==> src/rtl/dual_port_router_scheduler_if.sv <==
// Handshake bundle for dual_port_router_scheduler: register bus,
// requester ingress beats and the single router egress port.
interface dual_port_router_scheduler_if #(
  parameter int NUM_REQ = 4,
  parameter int DATA_W  = 8
);
  logic [3:0]            reg_addr;
  logic [31:0]           reg_wdata;
  logic                  reg_en;
  logic                  reg_we;
  logic [31:0]           reg_rdata;
  logic [NUM_REQ-1:0]    req_valid;
  logic [NUM_REQ*DATA_W-1:0] req_data;
  logic [NUM_REQ*2-1:0]  req_addr;
  logic [NUM_REQ-1:0]    req_ready;
  logic [DATA_W-1:0]     out_data;
  logic [1:0]            out_addr;
  logic                  out_valid;
  logic                  out_ready;

  modport master (
    output reg_addr, reg_wdata, reg_en, reg_we,
    output req_valid, req_data, req_addr,
    output out_ready,
    input  reg_rdata, req_ready,
    input  out_data, out_addr, out_valid
  );

  modport slave (
    input  reg_addr, reg_wdata, reg_en, reg_we,
    input  req_valid, req_data, req_addr,
    input  out_ready,
    output reg_rdata, req_ready,
    output out_data, out_addr, out_valid
  );
endinterface

==> src/rtl/dual_port_router_scheduler.sv <==
// Weighted round-robin scheduler: 4 requesters share one router port.
// Ports: clk, rst_n (async low), bus (slave: regs, req_*, out_*).
module dual_port_router_scheduler #(
  parameter int NUM_REQ = 4,
  parameter int DATA_W  = 8
) (
  input logic clk,
  input logic rst_n,
  dual_port_router_scheduler_if.slave bus
);

  typedef enum logic {
    IDLE,
    BURST
  } state_t;

  state_t state_q, state_d;

  logic        en_q;
  logic [15:0] wgt_q;
  logic [31:0] cnt_q;
  logic [1:0]  rr_q, rr_d;
  logic [1:0]  g_q, g_d;
  logic [3:0]  cred_q, cred_d;

  logic        wr;
  logic        sel_ctrl;
  logic        sel_wgt;
  logic        sel_stat;
  logic        sel_cnt;
  logic [31:0] rdata;

  logic [1:0]  pick;
  logic [1:0]  idx;
  logic        found;
  logic [3:0]  pick_w;
  logic [3:0]  load;

  logic              g_valid;
  logic [DATA_W-1:0] g_data;
  logic [1:0]        g_addr;
  logic              busy;
  logic              xfer;

  logic               ov;
  logic [DATA_W-1:0]  od;
  logic [1:0]         oa;
  logic [NUM_REQ-1:0] rdy;

  logic unused_wdata;
  assign unused_wdata = ^bus.reg_wdata[31:16];

  assign wr       = bus.reg_en && bus.reg_we;
  assign sel_ctrl = bus.reg_addr == 4'h0;
  assign sel_wgt  = bus.reg_addr == 4'h4;
  assign sel_stat = bus.reg_addr == 4'h8;
  assign sel_cnt  = bus.reg_addr == 4'hC;

  assign busy = state_q == BURST;

  always_comb begin
    rdata = '0;
    unique case (1'b1)
      sel_ctrl: rdata = {31'd0, en_q};
      sel_wgt:  rdata = {16'd0, wgt_q};
      sel_stat: rdata = {26'd0, rr_q, 1'b0,
                         busy ? g_q : 2'd0, busy};
      sel_cnt:  rdata = cnt_q;
      default:  rdata = '0;
    endcase
  end

  assign bus.reg_rdata = rdata;

  // First valid requester starting at rr_q, wrapping mod 4.
  always_comb begin
    pick  = rr_q;
    found = 1'b0;
    idx   = '0;
    for (int k = 0; k < 4; k++) begin
      idx = rr_q + 2'(k);
      if (!found && bus.req_valid[idx]) begin
        pick  = idx;
        found = 1'b1;
      end
    end
  end

  assign pick_w = wgt_q[{pick, 2'b00} +: 4];
  // A zero weight still grants one beat.
  assign load   = (pick_w == 4'd0) ? 4'd1 : pick_w;

  assign g_valid = bus.req_valid[g_q];
  assign g_data  = bus.req_data[int'(g_q)*DATA_W +: DATA_W];
  assign g_addr  = bus.req_addr[{g_q, 1'b0} +: 2];
  assign xfer    = busy && g_valid && bus.out_ready;

  always_comb begin
    state_d = state_q;
    g_d     = g_q;
    cred_d  = cred_q;
    rr_d    = rr_q;
    ov      = 1'b0;
    od      = '0;
    oa      = '0;
    rdy     = '0;
    unique case (state_q)
      IDLE: begin
        if (en_q && found) begin
          g_d     = pick;
          cred_d  = load;
          state_d = BURST;
        end
      end
      BURST: begin
        ov       = g_valid;
        od       = g_data;
        oa       = g_addr;
        rdy[g_q] = bus.out_ready;
        if (xfer) begin
          cred_d = cred_q - 4'd1;
        end
        // Exit on last credited beat or when the owner drops valid.
        if ((xfer && cred_q == 4'd1) || !g_valid) begin
          state_d = IDLE;
          rr_d    = g_q + 2'd1;
        end
      end
      default: state_d = IDLE;
    endcase
  end

  assign bus.out_valid = ov;
  assign bus.out_data  = od;
  assign bus.out_addr  = oa;
  assign bus.req_ready = rdy;

  always_ff @(posedge clk or negedge rst_n) begin
    if (!rst_n) begin
      state_q <= IDLE;
      g_q     <= '0;
      rr_q    <= '0;
      cred_q  <= '0;
    end else begin
      state_q <= state_d;
      g_q     <= g_d;
      rr_q    <= rr_d;
      cred_q  <= cred_d;
    end
  end

  always_ff @(posedge clk or negedge rst_n) begin
    if (!rst_n) begin
      en_q  <= 1'b1;
      wgt_q <= 16'h1111;
      cnt_q <= '0;
    end else begin
      if (wr && sel_ctrl) begin
        en_q <= bus.reg_wdata[0];
      end
      if (wr && sel_wgt) begin
        wgt_q <= bus.reg_wdata[15:0];
      end
      if (xfer) begin
        cnt_q <= cnt_q + 32'd1;
      end
    end
  end

endmodule

==> src/flat_wrapper.sv <==
// flat-port wrapper written by rule: the top's interface ports become plain ports
module dual_port_router_scheduler_flat 
#(
  parameter int NUM_REQ = 4,
  parameter int DATA_W  = 8
)
  (clk, rst_n, bus_reg_addr, bus_reg_wdata, bus_reg_en, bus_reg_we, bus_req_valid, bus_req_data, bus_req_addr, bus_out_ready, bus_reg_rdata, bus_req_ready, bus_out_data, bus_out_addr, bus_out_valid);
  dual_port_router_scheduler_if #(.NUM_REQ(NUM_REQ), .DATA_W(DATA_W)) bus_i ();
  input logic clk;
  input logic rst_n;
  input wire logic [$bits(bus_i.reg_addr)-1:0] bus_reg_addr;
  input wire logic [$bits(bus_i.reg_wdata)-1:0] bus_reg_wdata;
  input wire logic [$bits(bus_i.reg_en)-1:0] bus_reg_en;
  input wire logic [$bits(bus_i.reg_we)-1:0] bus_reg_we;
  input wire logic [$bits(bus_i.req_valid)-1:0] bus_req_valid;
  input wire logic [$bits(bus_i.req_data)-1:0] bus_req_data;
  input wire logic [$bits(bus_i.req_addr)-1:0] bus_req_addr;
  input wire logic [$bits(bus_i.out_ready)-1:0] bus_out_ready;
  output wire logic [$bits(bus_i.reg_rdata)-1:0] bus_reg_rdata;
  output wire logic [$bits(bus_i.req_ready)-1:0] bus_req_ready;
  output wire logic [$bits(bus_i.out_data)-1:0] bus_out_data;
  output wire logic [$bits(bus_i.out_addr)-1:0] bus_out_addr;
  output wire logic [$bits(bus_i.out_valid)-1:0] bus_out_valid;
  assign bus_i.reg_addr = bus_reg_addr;
  assign bus_i.reg_wdata = bus_reg_wdata;
  assign bus_i.reg_en = bus_reg_en;
  assign bus_i.reg_we = bus_reg_we;
  assign bus_i.req_valid = bus_req_valid;
  assign bus_i.req_data = bus_req_data;
  assign bus_i.req_addr = bus_req_addr;
  assign bus_i.out_ready = bus_out_ready;
  assign bus_reg_rdata = bus_i.reg_rdata;
  assign bus_req_ready = bus_i.req_ready;
  assign bus_out_data = bus_i.out_data;
  assign bus_out_addr = bus_i.out_addr;
  assign bus_out_valid = bus_i.out_valid;
  dual_port_router_scheduler #(.NUM_REQ(NUM_REQ), .DATA_W(DATA_W)) u_core (.clk(clk), .rst_n(rst_n), .bus(bus_i));
endmodule
==> config.mk <==
export PLATFORM = sky130hd
export DESIGN_NAME = dual_port_router_scheduler_flat
export DESIGN_NICKNAME = d
export VERILOG_FILES = /design/src/rtl/dual_port_router_scheduler_if.sv /design/src/rtl/dual_port_router_scheduler.sv /design/src/flat_wrapper.sv
export SDC_FILE = /design/constraint.sdc
export NUM_CORES = 1
export LEC_CHECK = 0
export CAP_MARGIN = 20
export CORE_ASPECT_RATIO = 0.9
export CORE_MARGIN = 2
export CORE_UTILIZATION = 41
export CTS_BUF_LIST = sky130_fd_sc_hd__clkbuf_8
export DETAILED_ROUTE_END_ITERATION = 8
export GPL_TIMING_DRIVEN = 0
export HOLD_SLACK_MARGIN = 0.15
export PLACE_DENSITY = 0.78
export SYNTH_ARGS = -nofsm -noshare
export SYNTH_HDL_FRONTEND = slang
export SYNTH_SLANG_ARGS = --single-unit
==> constraint.sdc <==
create_clock -name clk -period 1.9 [get_ports clk]
set_input_delay 0.19 -clock clk [delete_from_list [all_inputs] [get_ports clk]]
set_output_delay 0.19 -clock clk [all_outputs]
set_load 0.005 [all_outputs]
* Word-level counts from Yosys, hierarchy flattened
Cells that the tools add are included.
Storage, ports and cells: output and inout bits 47, register bits after elaboration 58, word-level logic and storage cells 83
Operators by class: bitwise operators 2, reduce and logical (&&, ||, !) cells 21, equality and inequality tests 6, add/subtract/negate cells 6, muxes and demuxes 32, shift-type cells 3, order comparisons 6
Operators with widths (count):
- 32-bit one-hot mux with 4 select lines | 1
- 32-bit by 1-bit adder with 32-bit output (second input constant) | 1
- 32-bit by 6-bit indexed part select with 8-bit output | 1
- 4-bit 2-to-1 mux | 4
- 16-bit by 5-bit indexed part select with 4-bit output | 1
- 2-bit by 3-bit < comparator with 1-bit output (second input constant) | 5
- 1-bit 2-to-1 mux | 13
- 1-bit logical AND | 11
- 1-bit binary-select mux with 2-bit select | 5
- 2-bit 2-to-1 mux | 5
- 4-bit == test (second input constant) | 2
- 4-bit logical NOT | 2
- 8-bit 2-to-1 mux | 1
- 4-bit one-hot mux with 2 select lines | 1
- 8-bit by 4-bit indexed part select with 2-bit output | 1
- 2-bit AND reduction | 3
- 2-bit by 1-bit adder with 2-bit output (second input constant) | 2
- 2-bit adder (second input constant) | 2
- 4-bit bitwise AND | 1
- 4-bit by 1-bit == test with 1-bit output (second input constant) | 1
- 4-bit by 3-bit == test with 1-bit output (second input constant) | 1
- 1-bit logical NOT | 4
- 4-bit by 1-bit subtractor with 4-bit output (second input constant) | 1
- 1-bit demux with 2-bit select | 1
- 6 further kinds | 6

* Depth between registers and ports, before layout
Gate-level depths: netlist of the first run.
depth after elaboration 17, depth in mapped cells 8, gate-level depth less buffers 6

* Worst setup path after synthesis of the first run
OpenSTA, ideal clock, no wires.
path kind register to register, start register u_core.g_q[0], end register u_core.cnt_q[30], path slack -20 ps, cell stages (with the launch flop) 9, period minus slack after synthesis 1920 ps, path buffers 2, setup time 125 ps, arrival 1795 ps, cell sequence dfrtp_1 buf_6 mux4_2 and3_1 and4_1 buf_6 nand3_4 nor2_1 xor2_1
On the way: cells in the longest elaborated chain, start to end 4
RTL lines:
- start: declaration | line dual_port_router_scheduler.sv:23 | logic [1:0] g_q, g_d;
- start signal: assignment | line dual_port_router_scheduler.sv:146 | g_q <= g_d;
- 1-bit binary-select mux with 2-bit select | line dual_port_router_scheduler.sv:93 | assign g_valid = bus.req_valid[g_q];
- 1-bit 2-to-1 mux (implied by the code) | line dual_port_router_scheduler.sv:93
- 1-bit logical AND (2 in a row) | line dual_port_router_scheduler.sv:96 | assign xfer = busy && g_valid && bus.out_ready;
- end signal: assignment | line dual_port_router_scheduler.sv:165 | cnt_q <= cnt_q + 32'd1;
- end: declaration | line dual_port_router_scheduler.sv:21 | logic [31:0] cnt_q;
No other way between the ends. The select of a mux whose other input is x is not followed. A chain may end at the register's enable or synchronous reset.

* Worst setup path after layout of the first run
start register u_core.g_q[0], end output bus_out_data[4]
On the way: cells in the longest elaborated chain, start to end 2
RTL lines:
- 32-bit by 6-bit indexed part select with 8-bit output | line dual_port_router_scheduler.sv:94 | assign g_data = bus.req_data[int'(g_q)*DATA_W +: DATA_W];
- 8-bit 2-to-1 mux | line dual_port_router_scheduler.sv:107 | unique case (state_q)
- end: declaration | line flat_wrapper.sv:21 | output wire logic [$bits(bus_i.out_data)-1:0] bus_out_data;
No other way between the ends.

==> impl_results.md, run 1 <==
- Port bufs: 115
- Routed Antenna Nets: 0
- R2r setup slk: -0.26 ns
- Layout area overhead: 65.5%
- Die Ht: around 92 um
- Worst r2r src: u_core.g_q[0]$_DFFE_PN0P_
- I/O Pins: about 130
- Hold Vio Cnt, Final: 0
- Initial DRC Count: 375
- Sum Neg Setup Slack: -7.49 ns
- Syn_nets: 417
- Final nets: between 500 and 600
- Initial core utilization: 42.9%
- Sequential Power Share: 29.4%
- Tcrit/Tclk final: 115%
- Max Freq: 456 MHz
- Metal2 WL: about 6300 um
- Ys Warns: 0
- Worst hold margin: 0.295 ns
- Leakage power total: 2.83 nW
- Core area: around 8000 um2
- Die Area: between 9000 and 10,000 um2
- Total grt overflow: 0
- Vias: around 3,500
- CP required: 1.71 ns
- Cell Area, Synth: around 3500 um2
- Slowest stage delay, CP: roughly 0.5 ns
- Max Root-Sink Buffers: 2
- Total global-route track usage: 23.8%
- Slew Limit Fails: 0
- Synth cell types: between 40 and 50
- Status: finished with violations
- Total Wirelength: around 12,000 um
- Util after Layout: 71.0%
- First-pass GRT wire length: about 17,000 um
- CP top delay family: buffers and inverters
- Pint: about 3.8 mW
- Power share of the clock group: 24.7%
- Largest net degree at the start of global routing: 42
- Layout cells sized above 1: around two fifths
- Sink Count: 58
- Worst-Skew Late Latency: 0.35 ns
- FF+latch count, synth: 58
- Synth Flop Type: dfrtp_1
- M1 WL: ~5000 um
- Clock slew at reported path FFs: ~0.080 ns
- Post-synthesis sequential area ratio: a little over two fifths
- CTS root buf: clkbuf_8
- NetSw: approximately 1.9 mW
- Relative slew slack: 63.9%
- Site row count: 31
- H-tree Lvls: 3
- Met3 WL: 641 um
- Mean number of vias per cell: between 5 and 6
- Max Fanout on Critical Path: 5
- Setup Skew: between 0.01 and 0.015 ns
- Initial antenna violation count: 0
- Worst Max-Slew Pin Slew: ~0.54 ns
- Worst Path Buf+Inv: 5
- DR top layer: met4
- RSZ-0062 raised after global routing: true
- CTS tree: built
- Hold Crit Class: primary input to asynchronous set/reset pin
- Worst-path cell chain: buf_6, buf_4, buf_12, buf_8, mux4_2, and2_4, buf_6
- Number of global-route vias before repair: approximately 3,500
- Failing checks: setup timing
- Placed Area: roughly 4800 um2
- Avg WL per Cell: between 20 and 25 um
- Worst path slowest cell: mux4_2
- Critical path type: flop to output pin
- Tmin final: ~2.2 ns
- Crit path DAT: around 2.0 ns
- Top cell by count, worst path: buf_6
- Reg2reg path depth: 9
- Synthesized instance count: approximately 330
- Total power: about 5.7 mW
- Pwr per Cell Area: 989 nW/um2
- HPWL after DPL: ~7200 um
- TritonCTS Buffers: 9
- # DRC: 0
- Gate power share: between 40 and 50%
- # diodes: 0
- Sw Share: between 30% and 40%
- Detailed Routing Iterations Pass 1: 5
- Die width: 101 um
- FF-to-FF End: u_core.cnt_q[31]$_DFFE_PN0P_
- Final RePlAce weighted congestion: between 0.8 and 0.9
- Largest vdd supply drop: roughly 0.55 mV
- Post-synth EDFFs: 0
- Crit. End Element: output pin
- Setup violators final: between 50 and 60
- Asr flop ratio synth: 100%
- Final instance area: between 5000 and 6000 um2
- Mean Syn Cell Area: 10.7 um2
- CP startpoint kind: flop
- MaxCap Viol Count: 0
- Final worst slack: -0.291 ns
## how the worst max path moves through the flow
stage                                   start                           end  slack, ns  cells past startpoint
global route        u_core.g_q[0]$_DFFE_PN0P_               bus_out_data[4]      -0.31                      7
global placement                        rst_n   u_core.wgt_q[2]$_DFFE_PN0P_      -1.13                      1
detailed placement            bus_reg_addr[1]              bus_reg_rdata[0]      -0.70                      8
floorplan           u_core.g_q[0]$_DFFE_PN0P_  u_core.cnt_q[30]$_DFFE_PN0P_       0.02                      8
CTS                 u_core.g_q[0]$_DFFE_PN0P_  u_core.cnt_q[30]$_DFFE_PN0P_      -0.21                     10
finish              u_core.g_q[0]$_DFFE_PN0P_               bus_out_data[4]      -0.29                      7
## cells by family (layout without fill, tap and decap cells)
kind of cell | after synthesis | in the layout | share of synthesized area, %
AO/OA/AOI/OAI | 42 | 42 | 8.92
buffers and inverters | 21 | 203 | 2.79
flip-flops | 58 | 58 | 41.7
multiplexers | 36 | 36 | 15.7
XOR/XNOR | 31 | 31 | 7.77
AND/OR/NAND/NOR | 130 | 130 | 20.6
adder cells (fa/ha/maj) | 7 | 7 | 2.51
## final cells by class
| cell class | instances | area (um2) |
|---|---|---|
| fillers | 527 | 2360 |
| multi-input cells | 246 | 2200 |
| repair buffers | 167 | 1580 |
| flip-flops and latches | 58 | 1460 |
| plain buffers | 11 | 133 |
| clock buffers | 9 | 124 |
| well taps | 99 | 124 |
| clock inverters | 7 | 119 |
| inverters | 9 | 38.8 |
## routing by layer
layer / vias up / GRT usage [%]
li1: 1521 / -
met1: 1780 / 29.9
met2: 174 / 38.9
met3: 53 / 5.39
met4: 0 / 10.6
met5: - / 0
## worst reg2reg max path: stages, from the launching register on
cell and delay (ns):
dfrtp_1 0.42, buf_6 0.15, buf_6 0.11, mux4_2 0.36
buf_6 0.12, and4_4 0.21, and2_4 0.18, and3_4 0.25
nand4_4 0.11, xnor2_1 0.14
## synth_stat cells, types with 8 or more instances
master | n | share of area [%]
nand2_1 | 33 | 3.5
inv_1 | 9 | 0.97
and2_1 | 29 | 5.2
xnor2_1 | 25 | 6.3
a22o_1 | 11 | 2.8
dfrtp_1 | 53 | 38
mux4_2 | 8 | 5.2
and3_1 | 14 | 2.5
mux2_2 | 18 | 5.8
o21ai_0 | 8 | 1.1
nor2_1 | 13 | 1.4
nand3_1 | 16 | 2.3
## registers in the layout, indices dropped and copies added (netlist names)
register       flops
u_core.busy        1
u_core.cnt_q      32
u_core.g_q         2
u_core.wgt_q      16
u_core.rr_q        2
u_core.en_q        1
u_core.cred_q      4
## stage by stage
stage	instances	setup slack (ns)
floorplan	325	0.0192
global placement	539	-1.13
detailed placement	540	-0.704
CTS	592	-0.213
global route	606	-0.310
finish	606	-0.291
## power groups by stage
stage	combinational [mW]	clock [mW]	sequential, mW
floorplan	1.05	0	1.61
global placement	1.61	0	1.67
detailed placement	1.66	0	1.68
CTS	2.19	1.41	1.64
global route	2.76	1.48	1.70
finish	2.62	1.41	1.68
## cell usage in the layout (no fill, tap or decap), types with 4 or more instances in the layout
| master | count |
|---|---|
| clkdlybuf4s50_1 | 73 |
| dfrtp_1 | 52 |
| buf_4 | 38 |
| xnor2_1 | 22 |
| nand2_1 | 21 |
| and2_1 | 19 |
| dlygate4sd2_1 | 19 |
| mux2_2 | 18 |
| buf_6 | 17 |
| clkbuf_8 | 13 |
| mux4_2 | 12 |
| a22o_1 | 11 |
| and3_1 | 11 |
| and2_4 | 11 |
| inv_1 | 8 |
| nand3_2 | 8 |
| dlymetal6s2s_1 | 8 |
| nand2_2 | 7 |
| nand3_1 | 7 |
| buf_2 | 7 |
| nor2_1 | 6 |
| xor2_1 | 6 |
| mux2i_1 | 6 |
| ha_1 | 6 |
| nor2_2 | 5 |
| a22oi_1 | 5 |
| a21oi_1 | 5 |
| nand2_4 | 5 |
| dfstp_2 | 5 |
| and3_4 | 4 |
| buf_8 | 4 |
| o21ai_1 | 4 |
| nor2b_1 | 4 |
| nor3_1 | 4 |
| clkbuf_2 | 4 |
## repair_timing
action / CTS / global route
cloned: 1 / 0
hold buffers: 1 / 0
endpoints found under the setup margin: 75 / 82
endpoints found under the hold margin: 17 / 0
gates resized for setup: 134 / 74
pin swaps: 21 / 17
setup buffers: 34 / 17
Note: power is estimated with default switching activity, not from simulation.
==> run 2, diff against run 1 <==
--- a/config.mk
+++ b/config.mk
@@ -14,6 +14,8 @@
 export GPL_TIMING_DRIVEN = 0
 export HOLD_SLACK_MARGIN = 0.15
 export PLACE_DENSITY = 0.78
+export SETUP_SLACK_MARGIN = 0.3
+export SLEW_MARGIN = 5
 export SYNTH_ARGS = -nofsm -noshare
 export SYNTH_HDL_FRONTEND = slang
 export SYNTH_SLANG_ARGS = --single-unit
==> impl_results.md, run 2 (synthesis gave the netlist of run 1 again) <==
- I/O Pins: between 100 and 150
- CTS tree: built
- Tmin final: roughly 2.2 ns
- Crit path DAT: approximately 2.5 ns
- MaxCap Viol Count: 0
- Finished Layout Cells: ~640
- Most frequent cells in the layout: 62 x clkdlybuf4s50_1, 52 x dfrtp_1, 46 x buf_6, 40 x buf_4, 22 x nand2_1
- Hold Crit Class: primary input to flop
- Initial DRC Count: 300
- Vias: between 3,000 and 4,000
- Initial antenna violation count: 0
- Number of global-route vias before repair: about 3,700
- Biggest regs: u_core.cnt_q (32), u_core.wgt_q (16), u_core.cred_q (4)
- Fill count: 452
- # diodes: 0
- Status: finished with violations
- Util after Layout: about 76%
- Setup Skew: about 0.013 ns
- Max Root-Sink Buffers: 2
- Layout area overhead: 76.9%
- Place WS: -0.600 ns
- Commonest non-fill, non-tap cell in the layout: clkdlybuf4s50_1
- Setup violators final: a little over 50
- # DRC: 0
- Final worst slack: -0.329 ns
- Die width: 101 um
- CP startpoint kind: flop
- TritonCTS Buffers: 9
- Final nets: 624
- First-pass GRT wire length: 20,100 um
- Total Wirelength: approximately 15,000 um
- Pwr per Cell Area: just under 1000 nW/um2
- Hold Vio Cnt, Final: 0
- Sum Neg Setup Slack: -11.46 ns
- R2r setup slk: -0.33 ns
- Total power: ~6.1 mW
- Layout cells sized above 1: about half
- Die Ht: 91.6 um
- Worst-Skew Late Latency: around 0.37 ns
- Worst r2r src: u_core.g_q[0]$_DFFE_PN0P_
- Tcrit/Tclk final: 117%
- RSZ-0062 raised after global routing: true
- Relative slew slack: around 64%
- H-tree Lvls: 3
- Mean number of vias per cell: roughly 6.0
- Leakage power total: a little under 3 nW
- Routed Antenna Nets: 0
- Failing checks: setup timing
- CTS root buf: clkbuf_8
- HPWL after DPL: between 7000 and 8000 um
- Slew Limit Fails: 0
- Reg2reg path depth: 10
- Worst Max-Slew Pin Slew: about 0.53 ns
- CP required: 2.18 ns
- Core area: between 8000 and 9000 um2
- Total grt overflow: 0
- Crit. End Element: flop
- Dpl cells: between 500 and 600
- Largest vdd supply drop: approximately 0.6 mV
- FF-to-FF End: u_core.rr_q[0]$_DFFE_PN0P_
- Largest Register: u_core.cnt_q
- Critical path type: flop to flop
- Hold Startpoint: bus_reg_addr[1]
- Total global-route track usage: 28.6%
- Max Freq: 449 MHz
- Site row count: 31
- Die Area: between 9000 and 10,000 um2
- Initial core utilization: roughly 43%
- Largest net degree at the start of global routing: 38
- Sink Count: slightly below 60
- Clock slew at reported path FFs: roughly 0.080 ns
- Crit path launch: u_core.g_q[0]$_DFFE_PN0P_
- Final RePlAce weighted congestion: 0.820
- Avg WL per Cell: 23.2 um
- Max reg flops: 32
- Port bufs: about 120
- Max Fanout on Critical Path: 5
- Detailed Routing Iterations Pass 1: 5
- Capture point of the critical path: u_core.rr_q[0]$_DFFE_PN0P_
==> run 2: cell count changes in the layout (fill, tap and decap cells not counted), sizes merged <==
cell           before  now
inv                10    9
clkbuf             17   25
dlymetal6s2s        8    0
dlygate4sd2        19   14
clkinvlp            1    3
clkdlybuf4s50      73   62
bufinv              3    1
buf                69  116
==> run 2: where the power goes <==
| part | internal (mW) | leakage (nW) | total [mW] | switching (mW) |
|---|---|---|---|---|
| combinational | 1.82 | 2.13 | 3.17 | 1.35 |
| clock | 0.632 | 0.0995 | 1.22 | 0.589 |
| sequential | 1.45 | 0.744 | 1.73 | 0.281 |
==> run 2: critical path, cell delays in order, from the launching register on <==
cell and delay [ns]:
dfrtp_1 0.40, buf_6 0.15, buf_6 0.10, mux4_2 0.53, buf_6 0.16, buf_4 0.13, buf_6 0.13, buf_6 0.12
a21oi_4 0.23, nor2_2 0.07, a21oi_1 0.13
==> run 2: metal layers <==
| layer | up-vias | part of all wire (%) | GRT usage, % |
|---|---|---|---|
| met5 | - | 0 | 0 |
| met4 | 0 | 4.8 | 10.4 |
| met3 | 73 | 6.6 | 5.31 |
| met2 | 241 | 50 | 49.9 |
| met1 | 1923 | 38 | 34.8 |
| li1 | 1579 | - | - |
==> run 2: stage by stage <==
stage                     instance area (um2)  hold slack, ns
after floorplan                          3510          -0.106
after CTS                                5790           0.336
after detailed placement                 4800           0.195
after global placement                   4780           0.445
after global routing                     6180           0.284
final                                    6180           0.273
==> run 2: worst min-delay path by stage <==
stage | end | slack (ns) | cells after the start
global route | u_core.en_q$_DFFE_PN1P_ | 0.28 | 4
floorplan | u_core.busy$_DFF_PN0_ | -0.11 | 0
CTS | u_core.en_q$_DFFE_PN1P_ | 0.34 | 4
detailed placement | u_core.cnt_q[31]$_DFFE_PN0P_ | 0.20 | 1
global placement | u_core.cnt_q[31]$_DFFE_PN0P_ | 0.45 | 1
finish | u_core.en_q$_DFFE_PN1P_ | 0.27 | 4
==> run 2: cell type report <==
type | instances | area [um2] | share of cell area [%]
buffer | 12 | 169 | 2.73
clock buffer | 10 | 138 | 2.23
clock inverter | 6 | 58.8 | 0.952
inverter | 9 | 47.5 | 0.769
multi-input combinational | 246 | 2360 | 38.2
sequential | 58 | 1460 | 23.6
tap | 99 | 124 | 2.00
timing repair buffer | 196 | 1830 | 29.5
==> run 2: timing repair <==
action / CTS / global route
cloned: 3 / 0
buffers inserted: 59 / 17
gates resized for setup: 243 / 105
endpoints found under the setup margin: 101 / 87
pin swaps: 37 / 32
endpoints found under the hold margin: 21 / 0
hold buffers: 1 / 0
==> edit: new RTL, config.mk and constraints of run 1 <==
`DATA_W` is set to 8 in 3 places; all go to 7.
--- a/src/rtl/dual_port_router_scheduler_if.sv
+++ b/src/rtl/dual_port_router_scheduler_if.sv
@@ -2,7 +2,7 @@
 // requester ingress beats and the single router egress port.
 interface dual_port_router_scheduler_if #(
   parameter int NUM_REQ = 4,
-  parameter int DATA_W  = 8
+  parameter int DATA_W  = 7
 );
   logic [3:0]            reg_addr;
   logic [31:0]           reg_wdata;
--- a/src/rtl/dual_port_router_scheduler.sv
+++ b/src/rtl/dual_port_router_scheduler.sv
@@ -2,7 +2,7 @@
 // Ports: clk, rst_n (async low), bus (slave: regs, req_*, out_*).
 module dual_port_router_scheduler #(
   parameter int NUM_REQ = 4,
-  parameter int DATA_W  = 8
+  parameter int DATA_W  = 7
 ) (
   input logic clk,
   input logic rst_n,
--- a/src/flat_wrapper.sv
+++ b/src/flat_wrapper.sv
@@ -2,7 +2,7 @@
 module dual_port_router_scheduler_flat 
 #(
   parameter int NUM_REQ = 4,
-  parameter int DATA_W  = 8
+  parameter int DATA_W  = 7
 )
   (clk, rst_n, bus_reg_addr, bus_reg_wdata, bus_reg_en, bus_reg_we, bus_req_valid, bus_req_data, bus_req_addr, bus_out_ready, bus_reg_rdata, bus_req_ready, bus_out_data, bus_out_addr, bus_out_valid);
   dual_port_router_scheduler_if #(.NUM_REQ(NUM_REQ), .DATA_W(DATA_W)) bus_i ();
Interface: changed (resized bus_out_data and bus_req_data); port bits go from 132 to 127. No check against the original RTL was run, so the function may have changed too.
==> edit against run 1 <==
  * The run still ends with setup timing left
  * Sequential share of layout area up 1.9 points
  * Cell count down 5.0%
  * Register-to-register slack better by 0.12 ns
  * Setup slack better by 0.13 ns
  * Design area down 6.6%
  * Sequential cell count unchanged
  * Synthesized area down 1.0%
  * Utilization down 4.4 points
  * Routed wire length down 14%
  * Worst hold slack better by 0.065 ns
  * Total power down 5.8%
  * Die area down 1.0%
==> edit: results (changes against run 1) <==
| Metric | Value |
|---|---|
| Initial antenna violation count | `0 (unchanged)` |
| IO Port Bufs | `109 (-5.2%)` |
| Share of cells above drive strength 1 | `0.331 (-0.0514)` |
| DP Area | `0.00469 mm2 (-2.0%)` |
| Syn Nets | `410 (-1.7%)` |
| Layout Area Growth over Synthesis | `56.2%` |
| Pin count of the biggest net entering global routing | `35 (-17%)` |
| Non-Filler Instances | `576 (-5.0%)` |
| Worst Setup Slack, final | `-0.158 ns (+0.133 ns)` |
| Status | `finished with violations` |
| Failing checks | `setup timing` |
| Final HPWL DP | `7040 um (-2.6%)` |
| Critical Path AT | `1.87 ns (-0.13 ns)` |
| Avg WL per Cell | `18.3 um (-9.5%)` |
| Placed insts | `531 (-1.7%)` |
| Post-synth top cells | `dfrtp_1, nand2_1, and2_1` |
| Leakage | `2.41 nW (-15%)` |
| Mux share of post-synthesis cell area | `0.145 (-0.0117)` |
| Worst min-delay path category | `primary input to flop` |
| Synthesized netlist cell count | `322 (-0.92%)` |
| Final net count | `560 (-5.7%)` |
| Routability-driven placement congestion ratio | `0.841 (+2.7%)` |
| Reg2Reg Depth | `7 (-2)` |
| Setup WS pre-CTS | `-0.743 ns (-0.0391 ns)` |
| Post-synthesis xor/xnor area fraction | `0.0785 (+0.000816)` |
| Post-synthesis sequential area ratio | `0.422 (+0.00438)` |
| Worst rel slew slack | `0.608 (-0.0308)` |
| Setup violations, final | `30 (-45%)` |
| DR iter-0 viols | `253 (-33%)` |
| Top post-synthesis cells by area | `dfrtp_1, mux2_2, xnor2_1, and2_1, mux4_2` |
| Fillers | `569 (+8.0%)` |
| Clock Skew | `0.0103 ns (-0.000681 ns)` |
| Post-synthesis cell type count | `47 (+2.2%)` |
| Synth Area in Compound Gates | `0.0977 (+0.00854)` |
edit: area by class of cell:
| type | instances | share of cell area |
|---|---|---|
| clock buffers | 11 | 0.0280 |
| inverters | 9 | 0.00718 |
| flip-flops and latches | 58 | 0.271 |
| plain buffers | 11 | 0.0215 |
| well taps | 99 | 0.0229 |
| multi-input cells | 241 | 0.387 |
| clock inverters | 5 | 0.0146 |
| repair buffers | 142 | 0.247 |
edit: routing by layer:
layer | vias up | part of all wire | global-route usage | routed length [um]
met5 | - | 0 | 0 | 0
met4 | 0 | 0.018 | 0.0845 | 187
met2 | 123 | 0.51 | 0.371 | 5410
met1 | 1581 | 0.41 | 0.290 | 4380
li1 | 1464 | - | - | -
met3 | 16 | 0.055 | 0.0570 | 585
edit: worst max-delay path: stages (launching register included):
cell,delay (ns)
dfrtp_1,0.37
buf_6,0.13
mux4_2,0.55
and2_1,0.20
dlygate4sd2_1,0.27
edit: kinds of logic after synthesis:
group	count (synthesis)
DFF	58
xor gates and xnor gates	31
muxes	33
and+or+nand+nor	124
AOI/OAI and AO/OA	46
adders and majority gates	7
buffers and inverters	23
edit: report_power, final:
group | total (mW) | switching [mW] | leakage (nW) | internal, mW
clock | 1.33 | 0.525 | 0.113 | 0.805
combinational | 2.32 | 1.01 | 1.55 | 1.31
sequential | 1.74 | 0.279 | 0.748 | 1.46
edit: path summary, 6_finish.rpt:
kind / from / endpoint
setup / recovery: u_core.g_q[0] / bus_out_valid
hold / removal: bus_reg_addr[1] / u_core.en_q
hold reg to reg: u_core.cnt_q[31] / u_core.cnt_q[31]
setup reg to reg: u_core.g_q[0] / u_core.cnt_q[29]
max in group asynchronous: rst_n / u_core.en_q
min in group asynchronous: rst_n / u_core.cnt_q[27]
edit: through the flow:
stage / hold WS [ns] / total power [mW] / setup TNS [ns]
4_1_cts: 0.360 / 5.10 / -1.71
3_3_place_gp: 0.445 / 3.34 / -97.48
6_report: 0.361 / 5.38 / -2.05
5_1_grt: 0.391 / 5.65 / -3.92
2_1_floorplan: -0.106 / 2.70 / -0.516
3_5_place_dp: 0.225 / 3.41 / -39.89
edit: timing repair:
item / CTS / global route
endpoints found under the hold margin: 24 / 0
hold buffers: 1 / 0
setup buffers: 19 / 11
setup endpoints to repair: 86 / 61
cloned: 2 / 0
gates resized for setup: 117 / 48
pin swaps: 18 / 22
